File: config.mk
export PLATFORM = sky130hd
export DESIGN_NAME = cdb_arbiter
export DESIGN_NICKNAME = d
export VERILOG_FILES = /design/src/rtl/cdb_pkg.sv /design/src/rtl/rr_arbiter.sv /design/src/rtl/cdb_arbiter.sv
export SDC_FILE = /design/constraint.sdc
export NUM_CORES = 1
export LEC_CHECK = 0
export ABC_CLOCK_PERIOD_IN_PS = 6400
export BUFFER_PORTS_ARGS = -buffer_cell sky130_fd_sc_hd__buf_4
export CAP_MARGIN = 20
export CORE_MARGIN = 3
export CORE_UTILIZATION = 58
export DETAILED_ROUTE_END_ITERATION = 10
export GPL_TIMING_DRIVEN = 1
export PLACE_DENSITY = 0.83
export RECOVER_POWER = 50
export SLEW_MARGIN = 10
export SYNTH_ARGS = -nofsm -noshare
export SYNTH_HDL_FRONTEND = slang
export SYNTH_SLANG_ARGS = --single-unit
export TNS_END_PERCENT = 5
File: constraint.sdc
create_clock -name clk -period 6.4 [get_ports clk]
set_input_delay 1.92 -clock clk [delete_from_list [all_inputs] [get_ports clk]]
set_output_delay 1.92 -clock clk [all_outputs]
set_load 0.1 [all_outputs]
File: src/rtl/cdb_pkg.sv
// Shared CDB widths and the broadcast record seen by wakeup logic and the PRF write port.
package cdb_pkg;

    localparam int unsigned TAG_W  = 6;
    localparam int unsigned DATA_W = 32;

    typedef struct packed {
        logic              valid;
        logic [TAG_W-1:0]  tag;
        logic [DATA_W-1:0] data;
    } cdb_bcast_t;

endpackage

File: src/rtl/rr_arbiter.sv
// Combinational round-robin arbiter: first request at or above ptr, wrapping, one-hot grant.
module rr_arbiter #(
    parameter int unsigned N = 4
) (
    input  logic [N-1:0]         req,
    input  logic [$clog2(N)-1:0] ptr,
    output logic [N-1:0]         grant,
    output logic [$clog2(N)-1:0] grant_idx
);

    localparam int unsigned PTR_W = $clog2(N);
    localparam int unsigned IDX_W = $clog2(2 * N);

    logic [2*N-1:0] req_dbl;
    logic           found;

    // Scanning the doubled vector from ptr makes the wrap-around a straight upward search.
    always_comb begin
        req_dbl   = {req, req};
        found     = 1'b0;
        grant     = '0;
        grant_idx = '0;
        for (int k = 0; k < int'(N); k++) begin
            if (!found && req_dbl[IDX_W'(int'(ptr) + k)]) begin
                found     = 1'b1;
                grant_idx = PTR_W'((int'(ptr) + k) % int'(N));
            end
        end
        if (found) begin
            grant[grant_idx] = 1'b1;
        end
    end

endmodule

File: src/rtl/cdb_arbiter.sv
// Common data bus arbiter: one holding register per source, round-robin broadcast of one result per cycle.
module cdb_arbiter
    import cdb_pkg::*;
#(
    parameter int unsigned NUM_SRC = 4,
    parameter int unsigned TAG_W   = cdb_pkg::TAG_W,
    parameter int unsigned DATA_W  = cdb_pkg::DATA_W
) (
    input  logic                        clk,
    input  logic                        reset,
    input  logic                        flush,
    input  logic [NUM_SRC-1:0]          fu_valid,
    input  logic [NUM_SRC*TAG_W-1:0]    fu_tag,
    input  logic [NUM_SRC*DATA_W-1:0]   fu_data,
    output logic [NUM_SRC-1:0]          fu_ready,
    output logic                        cdb_valid,
    output logic [TAG_W-1:0]            cdb_tag,
    output logic [DATA_W-1:0]           cdb_data,
    output logic [$clog2(NUM_SRC)-1:0]  cdb_src
);

    localparam int unsigned SRC_W = $clog2(NUM_SRC);

    logic [NUM_SRC-1:0] hold_valid_q, hold_valid_d;
    logic [TAG_W-1:0]   hold_tag_q  [NUM_SRC];
    logic [TAG_W-1:0]   hold_tag_d  [NUM_SRC];
    logic [DATA_W-1:0]  hold_data_q [NUM_SRC];
    logic [DATA_W-1:0]  hold_data_d [NUM_SRC];
    logic [SRC_W-1:0]   rr_ptr_q, rr_ptr_d;
    logic               cdb_valid_q, cdb_valid_d;
    logic [TAG_W-1:0]   cdb_tag_q, cdb_tag_d;
    logic [DATA_W-1:0]  cdb_data_q, cdb_data_d;
    logic [SRC_W-1:0]   cdb_src_q, cdb_src_d;

    logic [NUM_SRC-1:0] grant;
    logic [NUM_SRC-1:0] accept;
    logic [SRC_W-1:0]   grant_idx;
    logic               bcast;

    rr_arbiter #(
        .N (NUM_SRC)
    ) u_rr_arbiter (
        .req       (hold_valid_q),
        .ptr       (rr_ptr_q),
        .grant     (grant),
        .grant_idx (grant_idx)
    );

    // A source being granted this cycle frees its slot, so it may refill back-to-back.
    assign fu_ready = ~hold_valid_q | grant;
    assign accept   = fu_valid & fu_ready;
    assign bcast    = (|grant) & ~flush;

    always_comb begin
        hold_valid_d = flush ? '0 : ((hold_valid_q & ~grant) | accept);
        for (int i = 0; i < int'(NUM_SRC); i++) begin
            hold_tag_d[i]  = hold_tag_q[i];
            hold_data_d[i] = hold_data_q[i];
            if (accept[i]) begin
                hold_tag_d[i]  = fu_tag[i*TAG_W +: TAG_W];
                hold_data_d[i] = fu_data[i*DATA_W +: DATA_W];
            end
        end
    end

    always_comb begin
        rr_ptr_d    = rr_ptr_q;
        cdb_valid_d = bcast;
        cdb_tag_d   = cdb_tag_q;
        cdb_data_d  = cdb_data_q;
        cdb_src_d   = cdb_src_q;
        if (bcast) begin
            rr_ptr_d   = (grant_idx == SRC_W'(NUM_SRC - 1)) ? '0 : grant_idx + SRC_W'(1);
            cdb_tag_d  = hold_tag_q[grant_idx];
            cdb_data_d = hold_data_q[grant_idx];
            cdb_src_d  = grant_idx;
        end
    end

    always_ff @(posedge clk or negedge reset) begin
        if (!reset) begin
            hold_valid_q <= '0;
            for (int i = 0; i < int'(NUM_SRC); i++) begin
                hold_tag_q[i]  <= '0;
                hold_data_q[i] <= '0;
            end
            rr_ptr_q    <= '0;
            cdb_valid_q <= 1'b0;
            cdb_tag_q   <= '0;
            cdb_data_q  <= '0;
            cdb_src_q   <= '0;
        end else begin
            hold_valid_q <= hold_valid_d;
            hold_tag_q   <= hold_tag_d;
            hold_data_q  <= hold_data_d;
            rr_ptr_q     <= rr_ptr_d;
            cdb_valid_q  <= cdb_valid_d;
            cdb_tag_q    <= cdb_tag_d;
            cdb_data_q   <= cdb_data_d;
            cdb_src_q    <= cdb_src_d;
        end
    end

    assign cdb_valid = cdb_valid_q;
    assign cdb_tag   = cdb_tag_q;
    assign cdb_data  = cdb_data_q;
    assign cdb_src   = cdb_src_q;

endmodule
Word-level counts from Yosys, hierarchy flattened
Index checks and enable logic that the tools add are counted.
{"block": "totals", "reg_bits": 199, "in_bits": 159, "output_inout_bits": 45, "wordCells": 73}
{"block": "classes", "add_sub_neg": 4, "n_lt_le_gt_ge": 7, "n_eq_ne": 1, "mux": 30, "bitwise_logic": 9, "n_reduce_logical": 8}
{"operator": "binary-select mux 32 bit (select 2 bit)", "n": 1}
{"operator": "two-way mux 32 bit", "n": 2}
{"operator": "less-than comparator 3 x 5 -> 1 bit (second input constant)", "n": 3}
{"operator": "binary-select mux 6 bit (select 2 bit)", "n": 1}
{"operator": "two-way mux 1 bit", "n": 12}
{"operator": "two-way mux 6 bit", "n": 2}
{"operator": "two-way mux 2 bit", "n": 5}
{"operator": "binary-select mux 1 bit (select 3 bit)", "n": 3}
{"operator": "bitwise AND 4 bit", "n": 2}
{"operator": "two-way mux 4 bit", "n": 2}
{"operator": "inverter 4 bit", "n": 2}
{"operator": "bitwise OR 4 bit", "n": 2}
{"operator": "adder 2 x 2 -> 3 bit (second input constant)", "n": 2}
{"operator": "logical AND 1 bit", "n": 4}
{"operator": "less-than comparator 2 x 4 -> 1 bit (second input constant)", "n": 1}
{"operator": "OR reduction 4 bit", "n": 1}
{"operator": "adder 2 x 1 -> 3 bit (second input constant)", "n": 1}
{"operator": ">= comparator 3 bit (second input constant)", "n": 1}
{"operator": "zero test 1 bit", "n": 3}
{"operator": "less-than comparator 2 x 3 -> 1 bit (second input constant)", "n": 1}
{"operator": "inverter 2 -> 3 bit", "n": 1}
{"operator": "adder 2 x 1 -> 2 bit (second input constant)", "n": 1}
{"operator": "binary-select mux 1 bit (select 2 bit)", "n": 1}
{"operator": "demux 1 bit (select 2 bit)", "n": 1}
{"operator": "4 further kinds", "n": 4}

Logic depth before layout (Yosys ltp)
{"block": "depth", "ltp_word": 21, "ltp_mapped": 13}

Cells and area by module
From an unflattened synthesis, not the netlist that was laid out.
{"block": "hier_totals", "cells_unflattened": 511, "hier_area_um2": 8679.6}
{"module": "cdb_arbiter", "instances": 1, "cells_per_inst": 481, "area_per_inst_um2": 8494.4, "seq_area_each_um2": 4979.8}
{"module": "rr_arbiter", "instances": 1, "cells_per_inst": 30, "area_per_inst_um2": 185.2, "seq_area_each_um2": 0.0}

Least setup slack after synthesis
No wires, ideal clock.
{"block": "synth_timing", "kind": "register to output", "from": "register hold_valid_q[1]", "to": "output fu_ready[0]", "arrival_time_ns": 2.180, "t_required_ns": 4.480, "setup_slack_ns": 2.300, "stages_incl_launch_ff": 9, "path_cell_list": "dfrtp_1 -> nand2b_1 -> a21boi_1 -> o211ai_2 -> buf_6 -> buf_6 -> buf_8 -> ha_1 -> nand2b_1"}
{"block": "synth_via", "elab_chain_cells": 18, "elab_cells_between_ends": 32}
{"element": "start, declared", "line_no": "cdb_arbiter.sv:24", "source": "logic [NUM_SRC-1:0] hold_valid_q, hold_valid_d;"}
{"element": "start signal, assigned", "line_no": "cdb_arbiter.sv:93", "source": "hold_valid_q <= hold_valid_d;"}
{"element": "binary-select mux 1 bit (select 2 bit)", "line_no": "rr_arbiter.sv:24", "source": "if (!found && req_dbl[IDX_W'(int'(ptr) + k)]) begin"}
{"element": "two-way mux 1 bit (implied by the code)", "line_no": "rr_arbiter.sv:24"}
{"element": "two-way mux 1 bit", "line_no": "rr_arbiter.sv:24"}
{"element": "zero test 1 bit", "line_no": "rr_arbiter.sv:24"}
{"element": "logical AND 1 bit", "line_no": "rr_arbiter.sv:24"}
{"element": "two-way mux 1 bit", "line_no": "rr_arbiter.sv:24"}
{"element": "zero test 1 bit", "line_no": "rr_arbiter.sv:24"}
{"element": "logical AND 1 bit", "line_no": "rr_arbiter.sv:24"}
{"element": "[2 not listed]"}
{"element": "logical AND 1 bit", "line_no": "rr_arbiter.sv:24"}
{"element": "two-way mux 2 bit", "line_no": "rr_arbiter.sv:24"}
{"element": "less-than comparator 2 x 3 -> 1 bit (implied by the code) or >= comparator 2 x 1 -> 1 bit (tied branches)", "line_no": "rr_arbiter.sv:30", "source": "grant[grant_idx] = 1'b1;"}
{"element": "logical AND 1 bit (implied by the code)", "line_no": "rr_arbiter.sv:30"}
{"element": "two-way mux 1 bit (implied by the code)", "line_no": "rr_arbiter.sv:30"}
{"element": "demux 1 bit (select 2 bit)"}
{"element": "two-way mux 4 bit (*)", "line_no": "rr_arbiter.sv:29", "source": "if (found) begin"}
{"element": "bitwise OR 4 bit (*)", "line_no": "cdb_arbiter.sv:50", "source": "assign fu_ready = ~hold_valid_q | grant;"}
{"element": "end, declared", "line_no": "cdb_arbiter.sv:15", "source": "output logic [NUM_SRC-1:0] fu_ready,"}
Every way passes the cells marked *; elsewhere a longest branch is shown, timed or not. The select of a mux whose other input is x is not followed.

Worst setup path in the final report
{"block": "layout_timing", "from": "register hold_valid_q[2]", "to": "output fu_ready[0]"}
The elaborated chain is that of the path after synthesis.

==> impl_metrics.py <==
metrics = {
    "cells_and_area": {
        "antenna_cells": 0,
        "layout-drive-gt1-share_pct": 47.4,
        "final_cells": 980,
        "nets": 948,
        "final_cell_mix": "205 x buf_4, 199 x dfrtp_1, 130 x mux2_2, 76 x mux2i_1, 50 x nand2_1",
        "layout_commonest_cell": "buf_4",
        "area_growth_pct": 25.0,
        "utilization_pct": 75.6,
        "fillers": 912,
    },
    "drt": {
        "drt_iter0_drc": 359,
        "drt-total-wl_mm": 20.9,
        "vias": 5623,
        "route.detailed.drc": 0,
        "viasPerCell": 5.74,
        "wl_per_cell_microns": 21.3,
        "drt_pass1_iterations": 5,
        "ant_nets": 0,
    },
    "timing": {
        "tightest_slew_ns": 2.61,
        "final_max_slew_viol_count": 203,
        "finalCriticalPeriod_ns": 4.62,
        "fin_skew_ns": 0.00925,
        "rsz0062_at_grt": "false",
        "setup_violations": 0,
        "tns_ns": 0,
        "maxSlewHeadroom_pct": -74.3,
        "finalCritPeriodShare_pct": 72.1,
        "hold_viol": 0,
        "whs_ns": 0.496,
        "timing.fmax_mhz": 217,
    },
    "grt": {
        "overflow": 0,
        "grt_usage_pct": 26.4,
        "grt_pass1_vias": 6211,
        "grtUsageMet2_pct": 44.0,
        "gr-max-usage-layer": "met2",
        "antenna_found_initial": 0,
        "use_met1_pct": 32.7,
        "grt_pass1_wl_mm": 32.8,
        "grt_use_met3_pct": 8.95,
        "grt_max_degree": 102,
    },
    "worst_setup_path": {
        "endpoint_kind": "primary output",
        "path_class": "flip-flop to primary output",
        "cp_data_required_time_ns": 4.48,
        "cp_max_fo": 31,
        "start_kind": "flip-flop",
        "cp.arrival_ns": 2.70,
    },
    "clocking": {
        "clk_latency_ns": 0.43,
        "hold_buffers": 0,
        "cts_root_buffer": "clkbuf_16",
        "cts.repair.resized": 0,
        "htree_levels": 4,
        "tritoncts": "done",
        "cts.sinks": 199,
        "clk_path_buf_depth": 2,
        "postCtsSetupBuffers": 0,
        "cts_buffers": 17,
        "clkTransAtPathRegs_ns": 0.07,
    },
    "yosys": {
        "ys_seq_area_share_pct": 58.2,
        "synth_top_area_share_pct": 58.2,
        "syn_area_sq_um": 8560,
        "ys_seq_elements": 199,
        "synth_cells": 594,
        "yosysUniqueCellTypes": 28,
        "ys_warn_count": 0,
        "synth_top_area_cell": "dfrtp_1",
        "synthesis.nets": 755,
        "synth_area_leaders": "dfrtp_1 58%, mux2_2 17%, mux2i_1 8.9%, o221ai_1 3.9%, mux2_4 3.5%",
        "postSynthAreaPerCell_sq_um": 14.4,
    },
    "pwr": {
        "powerDensity_nw_per_um2": 445,
        "p_switching_mw": 1.98,
        "seq_power_share_pct": 36.5,
        "swShare_pct": 41.6,
        "clockPowerShare_pct": 23.7,
        "leakagePower_nw": 5.16,
        "power_frac_comb_pct": 39.8,
        "internal_power_mw": 2.78,
        "peakVddDrop_mv": 0.228,
    },
    "placement": {
        "dp_hpwl_mm": 13.9,
        "portBuffers": 203,
        "dp.cells": 946,
        "finalWeightedCongestion": 0.873,
    },
    "floorplan": {
        "initial_core_util_pct": 60.5,
        "io_pins": 204,
        "core_sq_um": 14100,
        "die_h_microns": 128,
        "row_count": 43,
        "die_area_sq_um": 16300,
        "die_x_microns": 128,
    },
    "worst_hold_path": {
        "hold_class": "flip-flop to flip-flop",
    },
    "run_status": {
        "violations": "max-capacitance violations, max-slew violations",
        "status": "finished with violations",
    },
    "run": {
        "drv_cap": 4,
    },
}
-- logic make-up (layout without fill, tap and decap cells) --
group           after synthesis  after routing  share of synthesized area (%)
buf+inv                      47            253                           3.48
flops                       199            199                           58.2
compound gates               57             57                           5.35
fa+ha+maj                     2              2                          0.292
mux                         228            228                           29.8
simple gates                 61             61                           2.97
-- synthesized netlist by cell type, drive strengths merged --
| master | n |
|---|---|
| a21boi | 1 |
| a21o | 1 |
| a21oi | 9 |
| buf | 33 |
| clkbuf | 7 |
| dfrtp | 199 |
| ha | 2 |
| inv | 7 |
| mux2 | 152 |
| mux2i | 76 |
| nand2 | 50 |
| nand2b | 3 |
| nor2 | 4 |
| nor2b | 3 |
| o211ai | 1 |
| o21a | 1 |
| o21ai | 5 |
| o221ai | 38 |
| o32ai | 1 |
| or2 | 1 |
-- power groups by stage --
| stage | Sequential [mW] | Clock, mW | Combinational, mW |
|---|---|---|---|
| 3_5_place_dp | 1.76 | 0 | 1.92 |
| 5_1_grt | 1.77 | 1.20 | 1.98 |
| 4_1_cts | 1.74 | 1.15 | 1.92 |
| 2_1_floorplan | 2.53 | 0 | 0.659 |
| 6_report | 1.74 | 1.13 | 1.90 |
| 3_3_place_gp | 1.74 | 0 | 1.88 |
-- layer usage --
metal  wire (microns)  share of wire [%]
met3             1820                8.7
met4              275                1.3
met2            10500                 50
met5                0                  0
met1             8360                 40
-- cell type report --
class	instances	area (sq um)	share of cell area (%)
multi-input combinational	348	3220	30.1
timing repair buffer	214	1620	15.2
clock buffer	17	425	3.97
clock inverter	15	203	1.89
inverter	7	26.3	0.245
tap	180	225	2.10
sequential	199	4980	46.5
-- worst paths after layout --
| check | from | to | slack, ns | depth (start not counted) |
|---|---|---|---|---|
| worst max-delay path | hold_valid_q[2]$_DFF_PN0_ | fu_ready[0] | 1.78 | 7 |
| worst min-delay path | cdb_tag[3]$_DFFE_PN0P_ | cdb_tag[3]$_DFFE_PN0P_ | 0.50 | 2 |
| worst max register to register | hold_valid_q[0]$_DFF_PN0_ | hold_data_q[4]$_DFFE_PN0P_ | 2.94 | 6 |
| worst min register to register | cdb_tag[3]$_DFFE_PN0P_ | cdb_tag[3]$_DFFE_PN0P_ | 0.50 | 2 |
| max in group asynchronous | reset | hold_tag_q[12]$_DFFE_PN0P_ | 1.83 | 2 |
| min in group asynchronous | reset | hold_data_q[14]$_DFFE_PN0P_ | 2.26 | 1 |
-- flip-flops by register name (all words and copies together), names as in the netlist --
| signal | flops |
|---|---|
| cdb_tag | 6 |
| cdb_valid | 1 |
| cdb_data | 32 |
| rr_ptr_q | 2 |
| hold_tag_q | 24 |
| cdb_src | 2 |
| hold_valid_q | 4 |
| hold_data_q | 128 |
-- through the flow --
step	area [sq um]	setup WS (ns)	power, mW
2_1_floorplan	8560	2.30	3.19
3_3_place_gp	10100	2.41	3.62
3_5_place_dp	10100	2.30	3.68
4_1_cts	10800	1.83	4.81
5_1_grt	10700	1.29	4.95
6_report	10700	1.78	4.77
-- worst max-delay path, cell delays in order (launching register included) --
cell	delay, ns
dfrtp_1	0.45
nor2b_1	0.27
o21ai_0	0.20
o211ai_4	0.14
buf_4	0.47
ha_1	0.23
nand2b_1	0.17
buf_4	0.32
Note: power is estimated with default switching activity, not from simulation.
